## src/rtl/mac_stop.sv

```systemverilog
// Accumulate stage of the matrix-multiply pipeline: sums K partial products per C element
// and issues a one-cycle registered write of the finished element with its row/col address.
module mac_stop #(
    parameter int M                        = 3,
    parameter int K                        = 5,
    parameter int N                        = 5,
    parameter int DATA_WIDTH_INIT_MATRIX   = 32,
    parameter int DATA_WIDTH_RESULT_MATRIX = 2 * DATA_WIDTH_INIT_MATRIX + $clog2(K)
) (
    input  logic                                clk,
    input  logic                                resetn,
    input  logic [2*DATA_WIDTH_INIT_MATRIX-1:0] product_reg,
    input  logic [$clog2(K)-1:0]                matrix_a_col_addr_counter_reg,
    input  logic [$clog2(K)-1:0]                matrix_b_row_addr_counter_reg,
    input  logic [$clog2(M)-1:0]                matrix_a_row_addr_counter_reg,
    input  logic [$clog2(N)-1:0]                matrix_b_col_addr_counter_reg,
    input  logic                                mult_done_reg,
    output logic [DATA_WIDTH_RESULT_MATRIX-1:0] data_out_c,
    output logic                                matrix_c_we,
    output logic                                mac_done,
    output logic [$clog2(M)-1:0]                row_addr_c,
    output logic [$clog2(N)-1:0]                col_addr_c
);

    localparam int DWR = DATA_WIDTH_RESULT_MATRIX;
    localparam int KW  = $clog2(K);
    localparam int MW  = $clog2(M);
    localparam int NW  = $clog2(N);

    typedef enum logic [1:0] {
        IDLE  = 2'd0,
        ACCUM = 2'd1,
        DONE  = 2'd2
    } state_t;

    state_t           state_r;
    state_t           state_next_s;
    logic [DWR-1:0]   acc_r;
    logic [DWR-1:0]   acc_next_s;
    logic [DWR-1:0]   sum_s;
    logic [DWR-1:0]   data_next_s;
    logic [MW-1:0]    row_next_s;
    logic [NW-1:0]    col_next_s;
    logic             we_next_s;
    logic             done_next_s;
    logic             last_term_s;
    logic             last_elem_s;
    logic             unused_b_row_s;

    // The B row index mirrors the A column index and carries no control meaning here.
    assign unused_b_row_s = ^matrix_b_row_addr_counter_reg;

    assign last_term_s = (matrix_a_col_addr_counter_reg == KW'(K - 1));
    assign last_elem_s = (matrix_a_row_addr_counter_reg == MW'(M - 1)) &&
                         (matrix_b_col_addr_counter_reg == NW'(N - 1));

    // Next-state and next-output logic; every register holds unless a valid term arrives.
    always_comb begin
        state_next_s = state_r;
        acc_next_s   = acc_r;
        data_next_s  = data_out_c;
        row_next_s   = row_addr_c;
        col_next_s   = col_addr_c;
        we_next_s    = 1'b0;
        done_next_s  = mac_done;
        sum_s        = acc_r + DWR'(product_reg);
        case (state_r)
            IDLE, ACCUM: begin
                if (mult_done_reg) begin
                    if (last_term_s) begin
                        data_next_s = sum_s;
                        row_next_s  = matrix_a_row_addr_counter_reg;
                        col_next_s  = matrix_b_col_addr_counter_reg;
                        we_next_s   = 1'b1;
                        acc_next_s  = {DWR{1'b0}};
                        if (last_elem_s) begin
                            done_next_s  = 1'b1;
                            state_next_s = DONE;
                        end else begin
                            state_next_s = ACCUM;
                        end
                    end else begin
                        acc_next_s   = sum_s;
                        state_next_s = ACCUM;
                    end
                end else begin
                    state_next_s = state_r;
                end
            end
            DONE: begin
                state_next_s = DONE;
            end
            default: begin
                state_next_s = IDLE;
                acc_next_s   = {DWR{1'b0}};
            end
        endcase
    end

    // State, accumulator and registered C-write outputs.
    always_ff @(posedge clk or posedge resetn) begin
        if (resetn) begin
            state_r     <= IDLE;
            acc_r       <= {DWR{1'b0}};
            data_out_c  <= {DWR{1'b0}};
            matrix_c_we <= 1'b0;
            mac_done    <= 1'b0;
            row_addr_c  <= {MW{1'b0}};
            col_addr_c  <= {NW{1'b0}};
        end else begin
            state_r     <= state_next_s;
            acc_r       <= acc_next_s;
            data_out_c  <= data_next_s;
            matrix_c_we <= we_next_s;
            mac_done    <= done_next_s;
            row_addr_c  <= row_next_s;
            col_addr_c  <= col_next_s;
        end
    end

endmodule

```

## config.mk

```make
export PLATFORM = sky130hd
export DESIGN_NAME = mac_stop
export DESIGN_NICKNAME = d
export VERILOG_FILES = /design/src/rtl/mac_stop.sv
export SDC_FILE = /design/constraint.sdc
export NUM_CORES = 1
export LEC_CHECK = 0
export CORE_UTILIZATION = 35
export DETAILED_ROUTE_END_ITERATION = 10
export GPL_ROUTABILITY_DRIVEN = 0
export GPL_TIMING_DRIVEN = 0
export PLACE_DENSITY = 0.62
export SETUP_SLACK_MARGIN = 0.15
export SLEW_MARGIN = 20
export SYNTH_ARGS = -nofsm -noshare
export SYNTH_HDL_FRONTEND = slang
export SYNTH_SLANG_ARGS = --single-unit
```

## constraint.sdc

```tcl
create_clock -name clk -period 5.9 [get_ports clk]
set_clock_uncertainty 0.15 [all_clocks]
set_input_delay 0.885 -clock clk [delete_from_list [all_inputs] [get_ports clk]]
set_output_delay 0.885 -clock clk [all_outputs]
set_load 0.05 [all_outputs]
```

==> summary.txt, run 1 <==
status -> completed
cell accounting for the most synthesized area -> dfrtp_1
TNS Setup -> 0 ns
detailed placement HPWL -> 20700 um
Leak -> 5.13 nW
CP Launch Type -> primary input
Int Pwr -> 3.71 mW
final setup fails -> 0
gr busiest metal -> met2
actual slew at the worst max-slew pin -> 0.928 ns
met3 global-route usage -> 3.11%
DRT antenna net count -> 0
ys flop type -> dfrtp_1
Synth Area in XOR/XNOR -> 5.16%
met2 Use GR -> 33.5%
Antenna Cells -> 0
number of DRC markers in iteration 0 -> 508
H-Tree Depth -> 4
kind of critical path -> in -> reg
Wirelength per Cell -> 17.8 um
count of cell types in the netlist -> 73
vias per cell -> 5.46
vias in the first global route -> 8097
largest cells by area after synthesis -> dfrtp_1, ha_1, nand2_1
cells after synthesis -> 1026
period utilization -> 70.7%
post-synth top area share -> 39.1%
r2r setup slk -> 2.22 ns
endpoints failing hold -> 0
setup slack at placement -> 1.26 ns
Layout Nets -> 1337
max_cap viols -> 0
clock share of power -> 16.0%
number of synthesized flops with an enable pin -> 0
synthesized area per cell -> 8.93 sq um
fin. max-slew vios -> 0
Non-Filler Instances -> 1537
IO Port Bufs -> 148
die height -> 164 um
syn_nets -> 1169
clock slew at reported path FFs -> 0.06 ns
post-synthesis compound-gate area fraction -> 23.8%
crit path max fanout -> 7
Top Ports -> 152
Period minus WS final -> 4.17 ns
CTS Buffer Depth -> 2
max incr delay on CP -> 0.51 ns
Setup crit end kind -> flop
switching share of total power -> 48.0%
post-route setup slack -> 1.73 ns
Achievable Freq -> 240 MHz
count leader, synth -> nand2_1
initial antenna violation count -> 0
TritonCTS clock tree -> yes
Total GRT Usage -> 20.8%
largest family of logic cells by synthesized area -> compound AO/OA/AOI/OAI gates
die width -> 164 um
mux contribution to synthesized area -> 2.57%
FF+latch count, synth -> 143
grt ovf -> 0
vias after detailed routing -> 8393
Mapped Area -> 9160 sq um
CTS Hold Buffers Added -> 0
Placed Instances -> 1505
first-pass GRT wire length -> 43200 um
Worst slew margin -> 37.9%
share of cells above drive strength 1 -> 6.30%
Synthesis Warnings -> 0
sequential fraction of the synthesis area -> 39.1%
area of the core -> 25400 sq um
Max IR drop VDD -> 0.270 mV
Syn-to-layout area delta -> 27.8%
Switch Pwr -> 3.43 mW
Post-CTS Resized -> 0
RSZ-0062 raised after global routing -> false
clock latency on the worst-skew pair -> 0.44 ns
Seq pwr share -> 23.7%
PwrDens -> 610 nW/um^2
CP arrival -> 4.34 ns
post-CTS setup buffers -> 0
Initial Util -> 36.1%
Post-synth ARST share -> 100%
Num CTS Buffers -> 17
DR pass1 iterations -> 5
# rows -> 58
post-synthesis adder-cell area fraction -> 8.96%
Die ar. -> 26800 sq um
CP Cell Sequence -> clkdlybuf4s50_1 -> ha_1 -> fa_1 -> a211oi_1 -> o21a_1 -> a21oi_2 -> o211a_1 -> nor3_1 -> or3_4 -> and2_2 -> buf_2 -> xnor2_1 -> mux2_2
GRT met1 Usage -> 28.7%
clock sink total -> 143
Max stage delay cell, worst path -> nor3_1
WL final -> 27300 um
Logic pwr share -> 60.4%
Commonest cells post-synth -> nand2_1, dfrtp_1, a21oi_1
largest net degree at the start of global routing -> 92
Critical Path RT -> 6.07 ns
CTS Root Cell -> clkbuf_16
DRC Markers -> 0
simple-gate portion of the synthesized area -> 17.5%
Hold Path Class -> reg -> reg
-- final cells by class --
type / instances / area, sq um
repair buffers: 149 / 1510
clock buffers: 20 / 467
well taps: 330 / 413
flip-flops and latches: 143 / 3580
plain buffers: 50 / 195
multi-input cells: 815 / 5320
clock inverters: 12 / 149
fillers: 2491 / 13700
inverters: 18 / 75.1
-- cell families after synthesis --
group	count (synthesis)
mux	21
compound gates	320
xor+xnor	54
simple gates	355
fa+ha+maj	65
flops	143
buf+inv	68
-- flip-flops by register name, summed over array words and instances (netlist names) --
register and count:
acc_r 67, matrix_c_we 1, mac_done 1, state_r 2, row_addr_c 2, data_out_c 67, col_addr_c 3
-- path summary, 6_finish.rpt --
| check | endpoint | cells past startpoint | from |
|---|---|---|---|
| min in group asynchronous | col_addr_c[1] | 2 | resetn |
| min reg2reg | data_out_c[10] | 2 | data_out_c[10] |
| min | data_out_c[10] | 2 | data_out_c[10] |
| max reg2reg | data_out_c[56] | 12 | acc_r[0] |
| max | data_out_c[56] | 13 | product_reg[0] |
| max in group asynchronous | acc_r[61] | 3 | resetn |
-- critical path, delay by kind of cell --
family / cells / cell delay (ns)
buf+inv: 2 / 0.58
xor+xnor: 1 / 0.10
simple gates: 3 / 0.92
compound gates: 4 / 0.91
mux: 1 / 0.27
fa+ha+maj: 2 / 0.66
-- metal layers --
layer / part of all wire [%] / up-vias
met3: 5.1 / 31
met4: 1.7 / 0
met5: 0 / -
met2: 46 / 238
met1: 47 / 4039
li1: - / 4085
-- stage by stage --
stage                     power [mW]  utilization, %  hold WS [ns]  area, sq um
after global routing            7.63            46.1         0.348        11700
after detailed placement        5.96            43.7         0.314        11100
after floorplan                 4.78               -         0.299         9160
after CTS                       7.15            46.1         0.329        11700
final                           7.15            46.1         0.319        11700
after global placement          5.92            43.5         0.309        11100
-- power groups by stage --
stage	clock [mW]	combinational (mW)	sequential [mW]
finish	1.14	4.31	1.69
global route	1.20	4.68	1.75
CTS	1.15	4.30	1.70
detailed placement	0	4.26	1.70
global placement	0	4.22	1.70
floorplan	0	2.34	2.45
-- placed cells by master (no fill, tap or decap), types with 7 or more instances in the layout --
master           count
a21oi_1             81
nor2_1              43
ha_1                64
clkbuf_1            39
nor2b_1             11
inv_1               17
o21ai_0             54
and2_1               9
or3_1               14
nand2_1            202
nor3_1              11
a22o_1              52
a31oi_1             13
mux2_2              20
dfrtp_1            143
xor2_1              17
a211oi_1             7
o21bai_1             9
a21o_1              22
clkdlybuf4s50_1    148
nand4_1             22
o21a_1              14
o211ai_1            11
o31ai_1             11
xnor2_1             37
nand3_1             17
clkbuf_16           17
No activity file was read; power rests on OpenSTA's default activity.
==> run 2, diff against run 1 <==
==> constraint.sdc (replaced) <==
create_clock -name clk -period 4.2 [get_ports clk]
set_clock_uncertainty 0.15 [all_clocks]
set_input_delay 0.63 -clock clk [delete_from_list [all_inputs] [get_ports clk]]
set_output_delay 0.63 -clock clk [all_outputs]
set_load 0.05 [all_outputs]
==> run 2 against run 1 <==
Against the previous run:
- global-route usage rose by 0.21 points
- core utilization increased by 0.27 points
- count of clock-buffer cells in the layout down 2
- final area increased by 0.59%
- register-to-register slack worse by 1.8 ns
- clock power increased by 43%
- critical path type unchanged
- cell count is 0.13% higher
- combinational power grew 41%
- die area is the same
==> summary.txt, run 2 (same netlist as run 1, synthesis figures left out) <==
endpoints failing hold -> 0
CP Launch Type -> primary input
kind of critical path -> in -> reg
Layout Nets -> 1340
Buf/Inv on CP -> 2
TritonCTS clock tree -> yes
TNS Setup -> 0 ns
vias after detailed routing -> 8476
Achievable Freq -> 252 MHz
post-CTS setup buffers -> 0
FF-to-FF End -> data_out_c[61]
final setup fails -> 0
fin. max-slew vios -> 0
clock slew at reported path FFs -> 0.06 ns
max_cap viols -> 0
Max stage delay cell, worst path -> o311ai_1
initial antenna violation count -> 0
post-route setup slack -> 0.232 ns
most frequent cells in the layout -> nand2_1, clkdlybuf4s50_1, dfrtp_1, a21oi_1, ha_1
status -> completed
Top Ports -> 152
DRT antenna net count -> 0
Total GRT Usage -> 21.0%
die height -> 164 um
detailed placement HPWL -> 21000 um
first-pass GRT wire length -> 43600 um
CP arrival -> 4.14 ns
Hold Crit Start -> mac_done
r2r setup slk -> 0.47 ns
largest registers -> acc_r x67, data_out_c x67, col_addr_c x3
share of cells above drive strength 1 -> 6.62%
Top delay family on crit path -> compound AO/OA/AOI/OAI gates
hold depth -> 1
actual slew at the worst max-slew pin -> 0.921 ns
period utilization -> 94.5%
clock latency on the worst-skew pair -> 0.44 ns
vias in the first global route -> 8302
Hold Path Class -> reg -> reg
RSZ-0062 raised after global routing -> false
IO Port Bufs -> 148
die width -> 164 um
DRC Markers -> 0
CTS Hold Buffers Added -> 0
vias per cell -> 5.51
Worst slew margin -> 38.4%
Wirelength per Cell -> 17.8 um
DR pass1 iterations -> 5
area of the core -> 25400 sq um
crit path max fanout -> 9
most common cell after layout, fill and taps aside -> nand2_1
Leak -> 5.15 nW
number of DRC markers in iteration 0 -> 514
Post-CTS Resized -> 0
CP Cell Sequence -> clkdlybuf4s50_1 -> ha_1 -> buf_2 -> nand4_1 -> or3_1 -> o22ai_1 -> or3_1 -> o21ai_1 -> o311ai_1 -> a31oi_1 -> xnor2_1 -> mux2_2
R2R depth -> 11
grt ovf -> 0
CTS Root Cell -> clkbuf_16
H-Tree Depth -> 4
Initial Util -> 36.1%
Period minus WS final -> 3.97 ns
PwrDens -> 857 nW/um^2
Worst Hold End -> mac_done
Critical Path RT -> 4.37 ns
# rows -> 58
Syn-to-layout area delta -> 28.5%
Num CTS Buffers -> 17
setup slack at placement -> -0.142 ns
Max IR drop VDD -> 0.407 mV
worst r2r src -> acc_r[17]
clock sink total -> 143
Die ar. -> 26800 sq um
largest net degree at the start of global routing -> 34
WL final -> 27500 um
Antenna Cells -> 0
Most common cell on crit path -> or3_1
CTS Buffer Depth -> 2
max incr delay on CP -> 0.67 ns
Setup crit end kind -> flop
run 2: routing by layer:
layer / share of wire, % / vias up / routed length, um / global-route usage (%)
li1: - / 4094 / - / -
met1: 47 / 4054 / 12800 / 28.5
met2: 45 / 281 / 12500 / 33.7
met3: 5.6 / 47 / 1540 / 3.56
met4: 2.3 / 0 / 621 / 7.15
met5: 0 / - / 0 / 0
run 2: layout make-up:
type	instances	area (sq um)
plain buffers	50	195
clock buffers	18	429
clock inverters	13	188
fillers	2487	13600
inverters	18	71.3
multi-input cells	815	5340
flip-flops and latches	143	3580
well taps	330	413
repair buffers	152	1560
run 2: metrics by stage:
| step | total power, mW | std cells | hold slack, ns | instance area (sq um) | util [%] |
|---|---|---|---|---|---|
| global placement | 8.32 | 1504 | 0.310 | 11100 | 43.5 |
| floorplan | 6.72 | 1026 | 0.299 | 9170 | - |
| CTS | 10.1 | 1539 | 0.329 | 11800 | 46.3 |
| finish | 10.1 | 1539 | 0.322 | 11800 | 46.4 |
| detailed placement | 8.38 | 1508 | 0.314 | 11100 | 43.9 |
| global route | 10.8 | 1539 | 0.343 | 11800 | 46.4 |
run 2: worst max-delay path by stage:
| stage | start | end | depth (start not counted) |
|---|---|---|---|
| after floorplan | product_reg[0] | data_out_c[56] | 12 |
| after global placement | product_reg[0] | data_out_c[56] | 13 |
| after detailed placement | product_reg[0] | data_out_c[56] | 13 |
| after CTS | product_reg[0] | data_out_c[56] | 13 |
| after global routing | product_reg[6] | acc_r[63] | 11 |
| final | product_reg[17] | data_out_c[61] | 12 |
run 2: power breakdown:
part | total [mW] | internal [mW] | switching, mW | leakage, nW
clock network | 1.63 | 0.993 | 0.641 | 0.293
registers | 2.37 | 2.00 | 0.370 | 1.77
logic | 6.08 | 2.28 | 3.80 | 3.09
total | 10.1 | 5.28 | 4.81 | 5.15
==> run 3, diff against run 2 <==
--- a/config.mk
+++ b/config.mk
@@ -5,11 +5,12 @@
 export SDC_FILE = /design/constraint.sdc
 export NUM_CORES = 1
 export LEC_CHECK = 0
-export CORE_UTILIZATION = 35
+export CAP_MARGIN = 0
+export CORE_UTILIZATION = 50
 export DETAILED_ROUTE_END_ITERATION = 10
 export GPL_ROUTABILITY_DRIVEN = 0
 export GPL_TIMING_DRIVEN = 0
-export PLACE_DENSITY = 0.62
+export PLACE_DENSITY = 0.82
 export SETUP_SLACK_MARGIN = 0.15
 export SLEW_MARGIN = 20
 export SYNTH_ARGS = -nofsm -noshare
==> run 3 against run 2 <==
Against the previous run:
- die area shrank 30%
- critical path depth is the same
- cell count shrank 6.4%
- first-iteration DRC count grew 50%
- count of clock-buffer cells in the layout is the same
- final area shrank 0.86%
- via count grew 1.2%
- worst hold slack gained 0.0025 ns
- largest power group unchanged
- register-to-register slack lost 0.04 ns
- global-route usage grew 7.8 points
- largest cell class unchanged
- core utilization grew 19 points
- clock power is essentially flat
==> summary.txt, run 3 (same netlist as run 1, synthesis figures left out) <==
Total GRT Usage -> 28.8%
Initial Util -> 51.0%
Die ar. -> 18900 sq um
status -> completed
TritonCTS clock tree -> yes
max incr delay on CP -> 0.77 ns
Core Util, Final -> 65.0%
crit path max fanout -> 9
most common cell after layout, fill and taps aside -> nand2_1
number of DRC markers in iteration 0 -> 769
share of cells above drive strength 1 -> 6.69%
kind of critical path -> in -> reg
CTS Root Cell -> clkbuf_16
max_cap viols -> 0
Antenna Cells -> 0
DRC Markers -> 0
largest registers -> acc_r x67, data_out_c x67, col_addr_c x3
first-pass GRT wire length -> 41600 um
WL final -> 25900 um
post-CTS setup buffers -> 0
Leak -> 5.16 nW
Num CTS Buffers -> 17
CP Cell Sequence -> clkdlybuf4s50_1 -> ha_1 -> buf_2 -> nand4_1 -> or3_1 -> o22ai_1 -> or3_1 -> o21ai_1 -> o41ai_1 -> a21oi_1 -> xnor2_1 -> mux2_2
Layout Nets -> 1341
Non-Filler Instances -> 1440
CTS Hold Buffers Added -> 0
detailed placement HPWL -> 19500 um
period utilization -> 95.5%
actual slew at the worst max-slew pin -> 0.883 ns
clock slew at reported path FFs -> 0.06 ns
FF/Latch Area -> 3580 sq um
Wirelength per Cell -> 18.0 um
fin. max-slew vios -> 0
fill cell count -> 1452
die height -> 137 um
gr busiest metal -> met2
DR pass1 iterations -> 6
met2 Use GR -> 46.7%
Cell Area, Placed -> 11000 sq um
vias after detailed routing -> 8575
Worst slew margin -> 40.9%
final setup fails -> 0
most frequent cells in the layout -> nand2_1, clkdlybuf4s50_1, dfrtp_1, a21oi_1, ha_1
Critical Path RT -> 4.37 ns
Max stage delay cell, worst path -> o41ai_1
Max IR drop VDD -> 0.464 mV
endpoints failing hold -> 0
# rows -> 49
multi-input combinational cell area -> 5330 sq um
Setup crit end kind -> flop
met3 global-route usage -> 5.52%
Hold Path Class -> reg -> reg
GRT met1 Usage -> 37.6%
PwrDens -> 865 nW/um^2
r2r setup slk -> 0.43 ns
CP Launch Type -> primary input
initial antenna violation count -> 0
RSZ-0062 raised after global routing -> true
hold_ws -> 0.325 ns
largest net degree at the start of global routing -> 34
Achievable Freq -> 249 MHz
DRT antenna net count -> 0
Top Ports -> 152
CTS Buffer Depth -> 2
vias in the first global route -> 8461
Placed Instances -> 1408
Syn-to-layout area delta -> 27.4%
grt ovf -> 0
Final Total Pwr -> 10.1 mW
Most common cell on crit path -> or3_1
Period minus WS final -> 4.01 ns
clock sink total -> 143
IO Port Bufs -> 148
CP arrival -> 4.18 ns
vias per cell -> 5.95
clock latency on the worst-skew pair -> 0.44 ns
die width -> 137 um
H-Tree Depth -> 4
Post-CTS Resized -> 0
area of the core -> 18000 sq um
Final Instance Area -> 11700 sq um
-- run 3: critical path, delay by kind of cell --
kind	cells	cell delay, ns
xor gates and xnor gates	1	0.20
AOI/OAI and AO/OA	4	1.43
buffers and inverters	2	0.62
adders and majority gates	1	0.28
and+or+nand+nor	3	0.73
muxes	1	0.28
-- run 3: power by group --
| part | switching, mW | internal, mW | total [mW] |
|---|---|---|---|
| registers | 0.387 | 2.01 | 2.39 |
| logic | 3.78 | 2.28 | 6.06 |
| clock network | 0.628 | 1.01 | 1.64 |
| total | 4.80 | 5.30 | 10.1 |
-- run 3: final timing paths --
| path | start | to | cells after the start |
|---|---|---|---|
| worst max-delay path | product_reg[17] | data_out_c[45] | 12 |
| worst min-delay path | data_out_c[12] | data_out_c[12] | 2 |
| worst max register to register | acc_r[17] | data_out_c[45] | 11 |
| worst min register to register | data_out_c[12] | data_out_c[12] | 2 |
| max in group asynchronous | resetn | acc_r[46] | 4 |
| min in group asynchronous | resetn | acc_r[21] | 2 |
-- run 3: layout make-up --
type / instances / share of cell area, %
Sequential cell: 143 / 30.7
Clock buffer: 18 / 3.76
Inverter: 18 / 0.611
Timing Repair Buffer: 153 / 13.6
Tap cell: 229 / 2.45
Buffer: 50 / 1.67
Multi-Input combinational cell: 815 / 45.6
Clock inverter: 14 / 1.62
-- run 3: per-layer routing --
metal  part of all wire, %  routed length, um  vias to the layer above
li1                      -                  -                     4089
met5                     0                  0                        -
met2                    47              12300                      298
met3                   5.7               1480                       60
met4                   2.9                743                        0
met1                    44              11400                     4128
-- run 3: stage by stage --
stage	setup WS (ns)	setup TNS (ns)
after floorplan	0.865	0
after global placement	-0.0919	-0.246
after detailed placement	-0.129	-0.618
after CTS	0.333	0
after global routing	0.117	0
final	0.191	0
